**src/rtl/sync_debounce_if.sv**
```systemverilog
// Level-conditioning bus for sync_debounce: raw asynchronous level in, debounced
// level plus qualification status and rejected-glitch count out.
interface sync_debounce_if #(
  parameter int GLITCH_W = 8
);
  logic                data_in;
  logic                data_out;
  logic                busy;
  logic [GLITCH_W-1:0] glitch_cnt;

  modport master (
    output data_in,
    input  data_out,
    input  busy,
    input  glitch_cnt
  );

  modport slave (
    input  data_in,
    output data_out,
    output busy,
    output glitch_cnt
  );
endinterface

```
**src/rtl/sync_debounce.sv**
```systemverilog
// Synchronises an asynchronous level into clk and only accepts a new level after it
// holds for DEBOUNCE_CYCLES consecutive cycles; shorter excursions are counted as glitches.
module sync_debounce #(
  parameter int SYNC_STAGES     = 2,
  parameter int DEBOUNCE_CYCLES = 4,
  parameter bit RESET_VAL       = 1'b0,
  parameter int GLITCH_W        = 8
) (
  input  logic           clk,
  input  logic           rst,
  sync_debounce_if.slave bus
);
  localparam int              CNT_W    = $clog2(DEBOUNCE_CYCLES + 1);
  localparam logic [CNT_W-1:0] CNT_LAST = CNT_W'(DEBOUNCE_CYCLES - 1);

  function automatic logic [GLITCH_W-1:0] sat_inc(input logic [GLITCH_W-1:0] v);
    return (&v) ? v : v + 1'b1;
  endfunction

  logic [SYNC_STAGES-1:0] r_sync_p0;
  logic                   w_sync_q;
  logic [CNT_W-1:0]       r_cnt_p1;
  logic [CNT_W-1:0]       w_cnt_nxt;
  logic                   r_out_p1;
  logic                   w_out_nxt;
  logic [GLITCH_W-1:0]    r_glitch_p1;
  logic [GLITCH_W-1:0]    w_glitch_nxt;

  // Stage 0: plain flop chain, nothing between stages
  always_ff @(posedge clk) begin
    if (rst) begin
      r_sync_p0 <= {SYNC_STAGES{RESET_VAL}};
    end else begin
      r_sync_p0 <= {r_sync_p0[SYNC_STAGES-2:0], bus.data_in};
    end
  end

  assign w_sync_q = r_sync_p0[SYNC_STAGES-1];

  // Stage 1: a candidate level either completes qualification or falls back (glitch)
  always_comb begin
    w_cnt_nxt    = r_cnt_p1;
    w_out_nxt    = r_out_p1;
    w_glitch_nxt = r_glitch_p1;
    if (w_sync_q == r_out_p1) begin
      w_cnt_nxt = '0;
      if (r_cnt_p1 != '0) begin
        w_glitch_nxt = sat_inc(r_glitch_p1);
      end
    end else if (r_cnt_p1 == CNT_LAST) begin
      w_out_nxt = w_sync_q;
      w_cnt_nxt = '0;
    end else begin
      w_cnt_nxt = r_cnt_p1 + 1'b1;
    end
  end

  always_ff @(posedge clk) begin
    if (rst) begin
      r_cnt_p1    <= '0;
      r_out_p1    <= RESET_VAL;
      r_glitch_p1 <= '0;
    end else begin
      r_cnt_p1    <= w_cnt_nxt;
      r_out_p1    <= w_out_nxt;
      r_glitch_p1 <= w_glitch_nxt;
    end
  end

  assign bus.data_out   = r_out_p1;
  assign bus.busy       = (r_cnt_p1 != '0);
  assign bus.glitch_cnt = r_glitch_p1;
endmodule
```
**src/flat_wrapper.sv**
```systemverilog
// flat-port wrapper written by rule: the top's interface ports become plain ports
module sync_debounce_flat 
#(
  parameter int SYNC_STAGES     = 2,
  parameter int DEBOUNCE_CYCLES = 4,
  parameter bit RESET_VAL       = 1'b0,
  parameter int GLITCH_W        = 8
)
  (clk, rst, bus_data_in, bus_data_out, bus_busy, bus_glitch_cnt);
  sync_debounce_if #(.GLITCH_W(GLITCH_W)) bus_i ();
  input  logic clk;
  input  logic rst;
  input wire logic [$bits(bus_i.data_in)-1:0] bus_data_in;
  output wire logic [$bits(bus_i.data_out)-1:0] bus_data_out;
  output wire logic [$bits(bus_i.busy)-1:0] bus_busy;
  output wire logic [$bits(bus_i.glitch_cnt)-1:0] bus_glitch_cnt;
  assign bus_i.data_in = bus_data_in;
  assign bus_data_out = bus_i.data_out;
  assign bus_busy = bus_i.busy;
  assign bus_glitch_cnt = bus_i.glitch_cnt;
  sync_debounce #(.SYNC_STAGES(SYNC_STAGES), .DEBOUNCE_CYCLES(DEBOUNCE_CYCLES), .RESET_VAL(RESET_VAL), .GLITCH_W(GLITCH_W)) u_core (.clk(clk), .rst(rst), .bus(bus_i));
endmodule
```
**config.mk**
```make
export PLATFORM = sky130hd
export DESIGN_NAME = sync_debounce_flat
export DESIGN_NICKNAME = d
export VERILOG_FILES = /design/src/rtl/sync_debounce_if.sv /design/src/rtl/sync_debounce.sv /design/src/flat_wrapper.sv
export SDC_FILE = /design/constraint.sdc
export NUM_CORES = 1
export LEC_CHECK = 0
export ABC_AREA = 1
export BUFFER_PORTS_ARGS = -buffer_cell sky130_fd_sc_hd__buf_2
export CAP_MARGIN = 20
export CORE_AREA = 4 4 41 43
export CTS_BUF_LIST = sky130_fd_sc_hd__clkbuf_4
export DETAILED_ROUTE_END_ITERATION = 8
export DIE_AREA = 0 0 45 47
export PLACE_DENSITY_LB_ADDON = 0.1
export SLEW_MARGIN = 20
export SYNTH_ARGS = -nofsm -noshare
export SYNTH_HDL_FRONTEND = slang
export SYNTH_SLANG_ARGS = --single-unit
```
**constraint.sdc**
```tcl
create_clock -name clk -period 4.04 [get_ports clk]
set_clock_uncertainty 0.1 [all_clocks]
set_input_delay 0.202 -clock clk [delete_from_list [all_inputs] [get_ports clk]]
set_output_delay 0.202 -clock clk [all_outputs]
set_load 0.05 [all_outputs]
```
Word level (Yosys, flattened, before mapping)
Index checks and enable logic that the tools add are counted.

operators by class
  reductions and logical operators = 5
  equal/unequal tests = 2
  bitwise gates (word level) = 2
  add/sub/neg operators = 2

operators by type and width
  operator                                                               number
  8-bit by 1-bit adder with 8-bit output, second input constant          1
  8-bit AND reduction                                                    1
  3-bit by 1-bit adder with 3-bit output, second input constant          1
  3-bit by 2-bit equality test with 1-bit output, second input constant  1
  3-bit AND reduction                                                    1
  3-bit nonzero test                                                     1
  3-bit OR reduction                                                     1
  1-bit NOT                                                              2
  2-bit AND reduction                                                    1
  1-bit equality test                                                    1

word-level totals
  register bits = 14
  output and inout bits = 10
  input bits = 3
  word-level logic and storage cells = 15

Logic depth before layout (Yosys ltp)
Gate-level depths: netlist (run 1).

  word-level depth = 3
  depth in mapped cells = 8
  depth with buffers taken out = 8

Least setup slack after synthesis (run 1)
Ideal clock, no wire load.

  path kind = register to register
  start point = reg u_core.r_glitch_p1[1], in the netlist u_core.bus.glitch_cnt[1]
  end point = reg u_core.r_glitch_p1[6], in the netlist u_core.bus.glitch_cnt[6]
  path slack = 2335 ps
  path buffers = 0
  arrival = 1488 ps
  required time = 3823 ps
  stages on the path, launching flop included = 9
  clock period less this slack = 1705 ps
  library setup time = 117 ps
  cell sequence = dfxtp_1 -> ha_1 -> inv_2 -> nor2_4 -> nand2_2 -> nor2_2 -> nand3_1 -> nand2_1 -> nor2_1

between the ends
  cells in the longest elaborated chain, start to end = 3
  elaborated cells between the ends (all ways) = 4
  classes of those cells = add/sub (1); bitwise (1); reduce/logical (2)

RTL lines
  what                                                                                            RTL line             RTL
  from (decl)                                                                                     sync_debounce.sv:26  logic [GLITCH_W-1:0] r_glitch_p1;
  from (signal assigned)                                                                          sync_debounce.sv:66  r_glitch_p1 <= w_glitch_nxt;
  parallel branches: the longest is 3 deep, another holds 8-bit by 1-bit adder with 8-bit output  n/a

Parallel ways; which one is timed is not known.
A chain may end at the register's enable or synchronous reset.

Worst setup path in the final report (run 1)
  start point = reg u_core.r_cnt_p1[0]
  end point = out bus_busy

between the ends
  cells in the longest elaborated chain, start to end = 1

RTL lines
  what                    RTL line             RTL
  from (decl)             sync_debounce.sv:22  logic [CNT_W-1:0] r_cnt_p1;
  from (signal assigned)  sync_debounce.sv:64  r_cnt_p1 <= w_cnt_nxt;
  3-bit nonzero test      sync_debounce.sv:71  assign bus.busy = (r_cnt_p1 != '0);
  to (decl)               flat_wrapper.sv:15   output wire logic [$bits(bus_i.busy)-1:0] bus_busy;

No other way between the ends.

==> impl_metrics.yaml, run 1 <==
pwr:
  pwr_density_cell_nw_per_um2: 288
  peakVddDrop_uv: 158
  power_leakage_nw: 0.409
yosys:
  ys_seq_area_share_pct: 38.2
  synth.most_common_cell: "nand2_1"
  ys_seq_elements: 14
  syn_nets: 113
  netlist_area_um2: 733
  synthTopCellsByCount: "nand2_1 (25), nor2_1 (18), inv_1 (16), dfxtp_1 (14), nand3_1 (6)"
  synthTopCellsByArea: "dfxtp_1 (38%), nand2_1 (13%), nor2_1 (9.2%)"
  post_synth_num_cell_types: 18
  synth_cells: 106
  async_reset_ff_share_pct: 0
  yosysTopAreaCell: "dfxtp_1"
  yosysTopAreaCellShare_pct: 38.2
  synth_edf_count: 0
  yosysWarnings: 0
  synth_ff_type: "dfxtp_1"
  syn_area_per_cell_um2: 6.92
die:
  fp-row-count: 13
  core_um2: 1300
  fp.dieW_um: 45
  die_y_um: 47
  die-area_um2: 2120
  io_pins: 13
  initial_core_util_pct: 56.3
global_route:
  busiest_layer: "met2"
  met1_usage_pct: 18.5
  grt_util_met3_pct: 2.30
  grtUsageTotal_pct: 15.4
  antenna_found_initial: 0
  grt_first_pass_wirelength_mm: 2.37
  grt_start_max_net_pins: 9
  use_met2_pct: 26.3
  grt_pass1_vias: 614
  grt_remaining_overflow: 0
cts:
  numClockSinks: 14
  clk_latency_ns: 0.28
  cts_buffer_depth: 2
  cts-buffers-inserted: 3
  cts_max_level: 1
  clockRootBuffer: "clkbuf_4"
  clk_pin_slew_ns: 0.08
  cts_tree: "built"
  cts_resized: 0
  cts_setup_buffers: 0
  ctsHoldBuffers: 0
finish:
  area_growth_pct: 14.3
  drive_gt1_share_pct: 23.0
  final_cells: 137
  fill_cells: 125
  diodes: 0
  nets: 130
setup_path:
  worstSetupEndpointType: "output pin"
  critPathRequiredTime_ns: 3.74
  criticalPathCategory: "reg2out"
  start_kind: "register"
  slowest_delay_ns: 0.37
  crit_path_max_fanout: 4
  arrival_ns: 1.29
  crit_chain: "inv_1, ha_1, nand2_2, buf_2"
  crit_slowest_cell: "dfxtp_1"
route:
  num_vias: 657
  wirelength_mm: 1.28
  drt_iter0_markers: 8
  first_pass_iters: 3
  drcViolationCount: 0
  ant_nets: 0
  wl_per_cell_um: 9.36
  vias_per_cell: 4.80
sta:
  finalHoldViolations: 0
  setup_viol: 0
  fmax_mhz: 629
  finalCritPeriodShare_pct: 39.3
  worstMarginPinSlew_ns: 0.295
  tns_ns: 0
  setup_ws_ns: 2.45
  period_minus_slack_ns: 1.59
  finalMaxSlewViolations: 0
  slew_headroom_pct: 80.3
  rsz0062_at_grt: "false"
placement:
  dp.cells: 133
  dpl.hpwl_mm: 1.04
  port_buffers: 12
  place_ws_ns: 2.58
  gp_congestion: 0.802
run_status:
  run_status: "complete, no violations"
job:
  maxCapViolCount: 0
worst_hold_path:
  hold_path.class: "in2reg"
[cell families (layout without fill, tap and decap cells)]
logic type                 Yosys count  count (layout)  synth area share (%)
DFF                                 14              14                  38.2
buffers and inverters               19              35                  9.73
adders and majority gates            4               4                  6.83
and+or+nand+nor                     59              59                  36.9
xor gates and xnor gates             1               1                  1.19
AOI/OAI and AO/OA                    9               9                  7.17
[power by group]
group	total (mW)	internal [mW]	switching, mW	leakage [nW]
logic	0.0199	0.00553	0.0143	0.280
registers	0.142	0.140	0.00195	0.113
clock network	0.0796	0.0358	0.0437	0.0154
total	0.242	0.182	0.0600	0.409
[final timing paths]
path | slack [ns] | startpoint | endpoint | cells after the start
setup / recovery | 2.45 | u_core.r_cnt_p1[0]$_SDFF_PP0_ | bus_busy | 4
hold / removal | 0.02 | bus_data_in | u_core.r_sync_p0[0]$_SDFF_PP0_ | 3
setup reg to reg | 2.56 | u_core.r_cnt_p1[0]$_SDFF_PP0_ | u_core.bus.glitch_cnt[5]$_SDFFE_PP0P_ | 8
hold reg to reg | 0.31 | u_core.r_sync_p0[0]$_SDFF_PP0_ | u_core.r_sync_p0[1]$_SDFF_PP0_ | 2
[cell usage in the layout (no fill, tap or decap)]
master,n
inv_1,16
o21ai_1,1
clkinv_1,2
clkbuf_4,3
nand2_2,4
o21ai_0,1
nand3_1,6
xor2_1,1
nor2_1,18
nand4_1,1
a21oi_2,2
nand2_1,25
a21oi_1,5
nor2_2,3
nand3_4,1
nor2_4,1
buf_2,12
inv_2,2
dfxtp_1,14
ha_1,4
[stage by stage]
step	area [um^2]	util, %	power, mW	hold slack (ns)
floorplan	733	-	0.160	0.164
global placement	812	62.4	0.165	0.297
detailed placement	812	62.4	0.166	0.300
CTS	838	64.4	0.245	0.0263
global route	838	64.4	0.252	0.0488
finish	838	64.4	0.242	0.0243
[metal layers]
metal / share of wire (%) / vias up
met4: 2.3 / 0
met3: 4.9 / 5
met1: 47 / 285
met2: 46 / 13
met5: 0 / -
li1: - / 354
[registers in the layout, indices dropped and copies added (netlist names)]
| name | cells |
|---|---|
| u_core.bus.data_out | 1 |
| u_core.bus.glitch_cnt | 8 |
| u_core.r_cnt_p1 | 3 |
| u_core.r_sync_p0 | 2 |
[area by class of cell]
class                           count  area (um^2)  share of cell area, %
Clock buffer                        3         22.5                   2.69
Clock inverter                      1         3.75                  0.448
Inverter                           19         71.3                   8.51
Multi-Input combinational cell     73          382                   45.5
Sequential cell                    14          280                   33.4
Tap cell                           15         18.8                   2.24
Timing Repair Buffer               12         60.1                   7.16
[worst max-delay path, delay by kind of cell, from the launching register on]
kind | cells | cell delay, ns
buffers and inverters | 2 | 0.34
DFF | 1 | 0.37
and+or+nand+nor | 1 | 0.11
adders and majority gates | 1 | 0.20
Note: power is estimated with default switching activity, not from simulation.
==> run 2: changes to the inputs <==
CORE_AREA = default   (was 4 4 41 43)
CORE_MARGIN = 4   (was default)
CORE_UTILIZATION = 56   (was default)
DIE_AREA = default   (was 0 0 45 47)
clock period = 1.6 ns   (was 4.04 ns; I/O delays follow)
==> run 2 against run 1 <==
  * Core utilization up 9.5 points
  * Final area grew 3.3%
  * Via count is 3.3% higher
  * Hold slack better by 0.29 ns
  * Worst setup slack got worse by 2.3 ns
  * Flip-flop and latch count unchanged
  * Routed wire length is 5.6% higher
  * Total power grew to 2.5 times the previous value
  * Cell count is 0.73% higher
  * Register-to-register slack got worse by 2.4 ns
==> impl_metrics.yaml, run 2 (same netlist as run 1, synthesis figures left out) <==
run_status:
  run_status: "complete, no violations"
setup_path:
  crit_slowest_cell: "dfxtp_1"
  critPathRequiredTime_ns: 1.68
  arrival_ns: 1.55
  crit_family: "flip-flops"
  cp_common_cell: "inv_1"
  crit_chain: "inv_1, ha_1, nand2_2, inv_1, a21oi_2, nand3_1, nand2_1, nor2_1"
  criticalPathCategory: "reg2reg"
  crit_path_max_fanout: 8
  crit_buf_inv: 2
  slowest_delay_ns: 0.36
  cp.depth: 8
  rr_worst_depth: 8
  start_kind: "register"
  worstSetupEndpointType: "register"
route:
  vias_per_cell: 4.92
  drcViolationCount: 0
  wirelength_mm: 1.35
  wl_per_cell_um: 9.81
  ant_nets: 0
  drt_iter0_markers: 13
  num_vias: 679
  first_pass_iters: 4
finish:
  mostFrequentLayoutCells: "nand2_1 (25), nor2_1 (18), inv_1 (16)"
  nets: 133
  drive_gt1_share_pct: 24.2
  final_util_pct: 73.9
  largest_reg_flops: 8
  final_common_cell: "nand2_1"
  fin_area_um2: 866
  fill_cells: 108
  diodes: 0
  area_growth_pct: 18.1
global_route:
  grt_first_pass_wirelength_mm: 2.48
  use_met2_pct: 29.1
  grt_remaining_overflow: 0
  grtUsageTotal_pct: 16.8
  grt_util_met3_pct: 2.85
  met1_usage_pct: 19.6
  busiest_layer: "met2"
  antenna_found_initial: 0
  grt_pass1_vias: 583
  grt_start_max_net_pins: 9
cts:
  clk_pin_slew_ns: 0.08
  clockRootBuffer: "clkbuf_4"
  cts-buffers-inserted: 3
  numClockSinks: 14
  clk_latency_ns: 0.28
  cts_buffer_depth: 2
  cts_tree: "built"
  cts_max_level: 1
sta:
  tns_ns: 0
  finalHoldViolations: 0
  finalMaxSlewViolations: 0
  period_minus_slack_ns: 1.47
  slew_headroom_pct: 78.9
  rsz0062_at_grt: "false"
  fmax_mhz: 678
  worstMarginPinSlew_ns: 0.316
  finalCritPeriodShare_pct: 92.1
  setup_viol: 0
worst_hold_path:
  min_path_cells: 2
  hold_path.class: "reg2reg"
die:
  die-area_um2: 1950
  fp.dieW_um: 44.2
  core_um2: 1170
  die_y_um: 44.2
  io_pins: 13
  fp-row-count: 12
  initial_core_util_pct: 62.6
placement:
  dpl.hpwl_mm: 1.05
  dpl_cell_area_um2: 813
  gp_congestion: 0.803
  port_buffers: 12
job:
  maxCapViolCount: 0
pwr:
  power_leakage_nw: 0.422
  p_total_mw: 0.612
  peakVddDrop_uv: 558
  pwr_density_cell_nw_per_um2: 707
[run 2: cell count changes in the layout (fill, tap and decap cells not counted)]
cell	before	now
dlygate4sd3_1	0	3
dfxtp_1	14	12
dfxtp_2	0	2
clkinv_1	2	1
[run 2: final timing paths]
path,startpoint,end,slack (ns)
max,u_core.r_cnt_p1[0]$_SDFF_PP0_,u_core.bus.glitch_cnt[6]$_SDFFE_PP0P_,0.13
min,u_core.r_sync_p0[0]$_SDFF_PP0_,u_core.r_sync_p0[1]$_SDFF_PP0_,0.31
max reg2reg,u_core.r_cnt_p1[0]$_SDFF_PP0_,u_core.bus.glitch_cnt[6]$_SDFFE_PP0P_,0.13
min reg2reg,u_core.r_sync_p0[0]$_SDFF_PP0_,u_core.r_sync_p0[1]$_SDFF_PP0_,0.31
[run 2: worst reg2reg max path: cells and delay by family, from the launching register on]
family	cells	cell delay [ns]
flops	1	0.36
compound gates	1	0.26
simple gates	4	0.35
buf+inv	2	0.11
fa+ha+maj	1	0.20
[run 2: final cells by class]
class | count | area [um^2] | share of cell area, %
Multi-Input combinational cell | 73 | 382 | 44.1
Tap cell | 14 | 17.5 | 2.02
Clock buffer | 3 | 22.5 | 2.60
Timing Repair Buffer | 15 | 90.1 | 10.4
Sequential cell | 14 | 283 | 32.7
Inverter | 19 | 71.3 | 8.24
[run 2: layer usage]
layer / vias to the layer above / wire (um)
met5: - / 0
met4: 0 / 34
met3: 5 / 76
met2: 15 / 634
met1: 299 / 609
li1: 360 / -
[run 2: stage by stage]
step | setup WS (ns) | hold slack [ns] | cells
4_1_cts | 0.114 | 0.316 | 138
3_3_place_gp | 0.183 | 0.192 | 132
2_1_floorplan | 0.0303 | 0.0424 | 106
6_report | 0.126 | 0.313 | 138
3_5_place_dp | 0.127 | 0.196 | 132
5_1_grt | 0.00252 | 0.336 | 138
[run 2: what timing repair did]
action | CTS | global route
endpoints found under the hold margin | 3 | 0
buffers inserted | 0 | 0
hold buffers | 3 | 0
gates resized for setup | 0 | 0
[run 2: report_power, final]
part	leakage (nW)	internal (mW)	switching [mW]
clock network	0.0138	0.0873	0.109
registers	0.114	0.354	0.00479
logic	0.294	0.0189	0.0372
total	0.422	0.461	0.151
==> run 3: changes to the inputs <==
CORE_MARGIN = default   (was 4)
==> run 3 against run 2 <==
  * Global-route usage up 5.9 points
  * Register-to-register slack gained 0.05 ns
  * Clock power about the same
  * Non-clock buffer count did not move
  * Routed wire length up 5.0%
  * First-iteration DRC count fell by 7.7%
  * Critical path depth shrank 4
  * Largest cell class unchanged
  * Fmax grew 2.2%
  * Combinational power is 2% higher
  * Critical endpoint is now bus_busy
  * Highest routed layer unchanged
  * Sequential share of layout area shrank 0.28 points
==> impl_metrics.yaml, run 3 (same netlist as run 1, synthesis figures left out) <==
run_status:
  run_status: "complete, no violations"
cts:
  clk_pin_slew_ns: 0.09
  cts_setup_buffers: 0
  cts_max_level: 1
  cts-buffers-inserted: 3
  clockRootBuffer: "clkbuf_4"
  cts_tree: "built"
  cts_buffer_depth: 2
  numClockSinks: 14
  clk_latency_ns: 0.27
route:
  num_vias: 687
  drt_iter0_markers: 12
  ant_nets: 0
  vias_per_cell: 4.98
  wirelength_mm: 1.42
  drcViolationCount: 0
  wl_per_cell_um: 10.3
  first_pass_iters: 4
placement:
  port_buffers: 12
  dpl.hpwl_mm: 1.09
  dpl_cell_area_um2: 813
  place_ws_ns: 0.0885
  gp_congestion: 0.790
sta:
  finalMaxSlewViolations: 0
  tns_ns: 0
  setup_ws_ns: 0.157
  worstMarginPinSlew_ns: 0.259
  finalHoldViolations: 0
  period_minus_slack_ns: 1.44
  rsz0062_at_grt: "false"
  slew_headroom_pct: 82.7
  setup_viol: 0
  fmax_mhz: 693
  finalCritPeriodShare_pct: 90.2
setup_path:
  crit_path_max_fanout: 4
  crit_slowest_cell: "dfxtp_1"
  crit_family: "flip-flops"
  slowest_delay_ns: 0.36
  crit_buf_inv: 2
  start_kind: "register"
  crit_chain: "inv_1, ha_1, nand2_2, buf_2"
  arrival_ns: 1.26
  rr_worst_depth: 8
  criticalPathCategory: "reg2out"
  cp.depth: 4
  critPathRequiredTime_ns: 1.42
  worstSetupEndpointType: "output pin"
global_route:
  grt_remaining_overflow: 0
  grt_pass1_vias: 588
  grt_first_pass_wirelength_mm: 2.27
  grtUsageTotal_pct: 22.8
  grt_start_max_net_pins: 9
  antenna_found_initial: 0
die:
  fp-row-count: 12
  initial_core_util_pct: 63.4
  fp.dieW_um: 38.2
  io_pins: 13
  core_um2: 1160
  die-area_um2: 1460
  die_y_um: 38.2
finish:
  drive_gt1_share_pct: 24.2
  area_growth_pct: 19.1
  diodes: 0
  multi_input_area_um2: 389
  fill_cells: 92
  final_common_cell: "nand2_1"
  mostFrequentLayoutCells: "nand2_1 (25), nor2_1 (18), inv_1 (16)"
  nets: 133
  fin_area_um2: 873
  seq_area_um2: 283
  largest_reg_flops: 8
pwr:
  power_leakage_nw: 0.424
  pwr_density_cell_nw_per_um2: 700
  peakVddDrop_uv: 589
worst_hold_path:
  hold_path.class: "reg2reg"
  min_path_cells: 2
job:
  maxCapViolCount: 0
run 3: through the flow:
stage,util [%],std cells,total power [mW],hold WS (ns)
3_5_place_dp,70.3,132,0.419,0.206
2_1_floorplan,-,106,0.405,0.0424
5_1_grt,75.5,138,0.641,0.356
4_1_cts,74.9,138,0.614,0.339
6_report,75.5,138,0.612,0.332
3_3_place_gp,70.3,132,0.416,0.189
run 3: report_power, final:
part           internal (mW)  total [mW]  switching [mW]
sequential             0.354       0.359         0.00488
combinational         0.0192      0.0572          0.0380
clock                 0.0870       0.195           0.108
run 3: worst paths after layout:
kind / end / start / slack (ns)
hold reg to reg: u_core.r_sync_p0[1]$_SDFF_PP0_ / u_core.r_sync_p0[0]$_SDFF_PP0_ / 0.33
setup reg to reg: u_core.bus.glitch_cnt[7]$_SDFFE_PP0P_ / u_core.r_cnt_p1[0]$_SDFF_PP0_ / 0.18
hold / removal: u_core.r_sync_p0[1]$_SDFF_PP0_ / u_core.r_sync_p0[0]$_SDFF_PP0_ / 0.33
setup / recovery: bus_busy / u_core.r_cnt_p1[0]$_SDFF_PP0_ / 0.16
run 3: metal layers:
layer / global-route usage [%] / vias to the layer above / part of all wire (%)
met2: 40.3 / 16 / 48
li1: - / 362 / -
met4: 8.04 / 0 / 1.2
met3: 5.23 / 4 / 3.6
met5: 0 / - / 0
met1: 26.4 / 305 / 47
run 3: layout make-up:
class,instances,area share (%)
sequential,14,32.4
tap,14,2.01
inverter,19,8.17
multi-input combinational,73,44.6
timing repair buffer,15,10.3
clock buffer,3,2.58
run 3: worst register-to-register path, delay by kind of cell (launching register included):
family | cells | cell delay, ns
flip-flops | 1 | 0.36
AND/OR/NAND/NOR | 4 | 0.33
AO/OA/AOI/OAI | 1 | 0.21
adder cells (fa/ha/maj) | 1 | 0.20
buffers and inverters | 2 | 0.13
run 3: timing repair:
item | CTS | global route
gates resized for setup | 0 | 1
hold endpoints to repair | 3 | 0
hold buffers | 3 | 0
setup endpoints to repair | 0 | 1
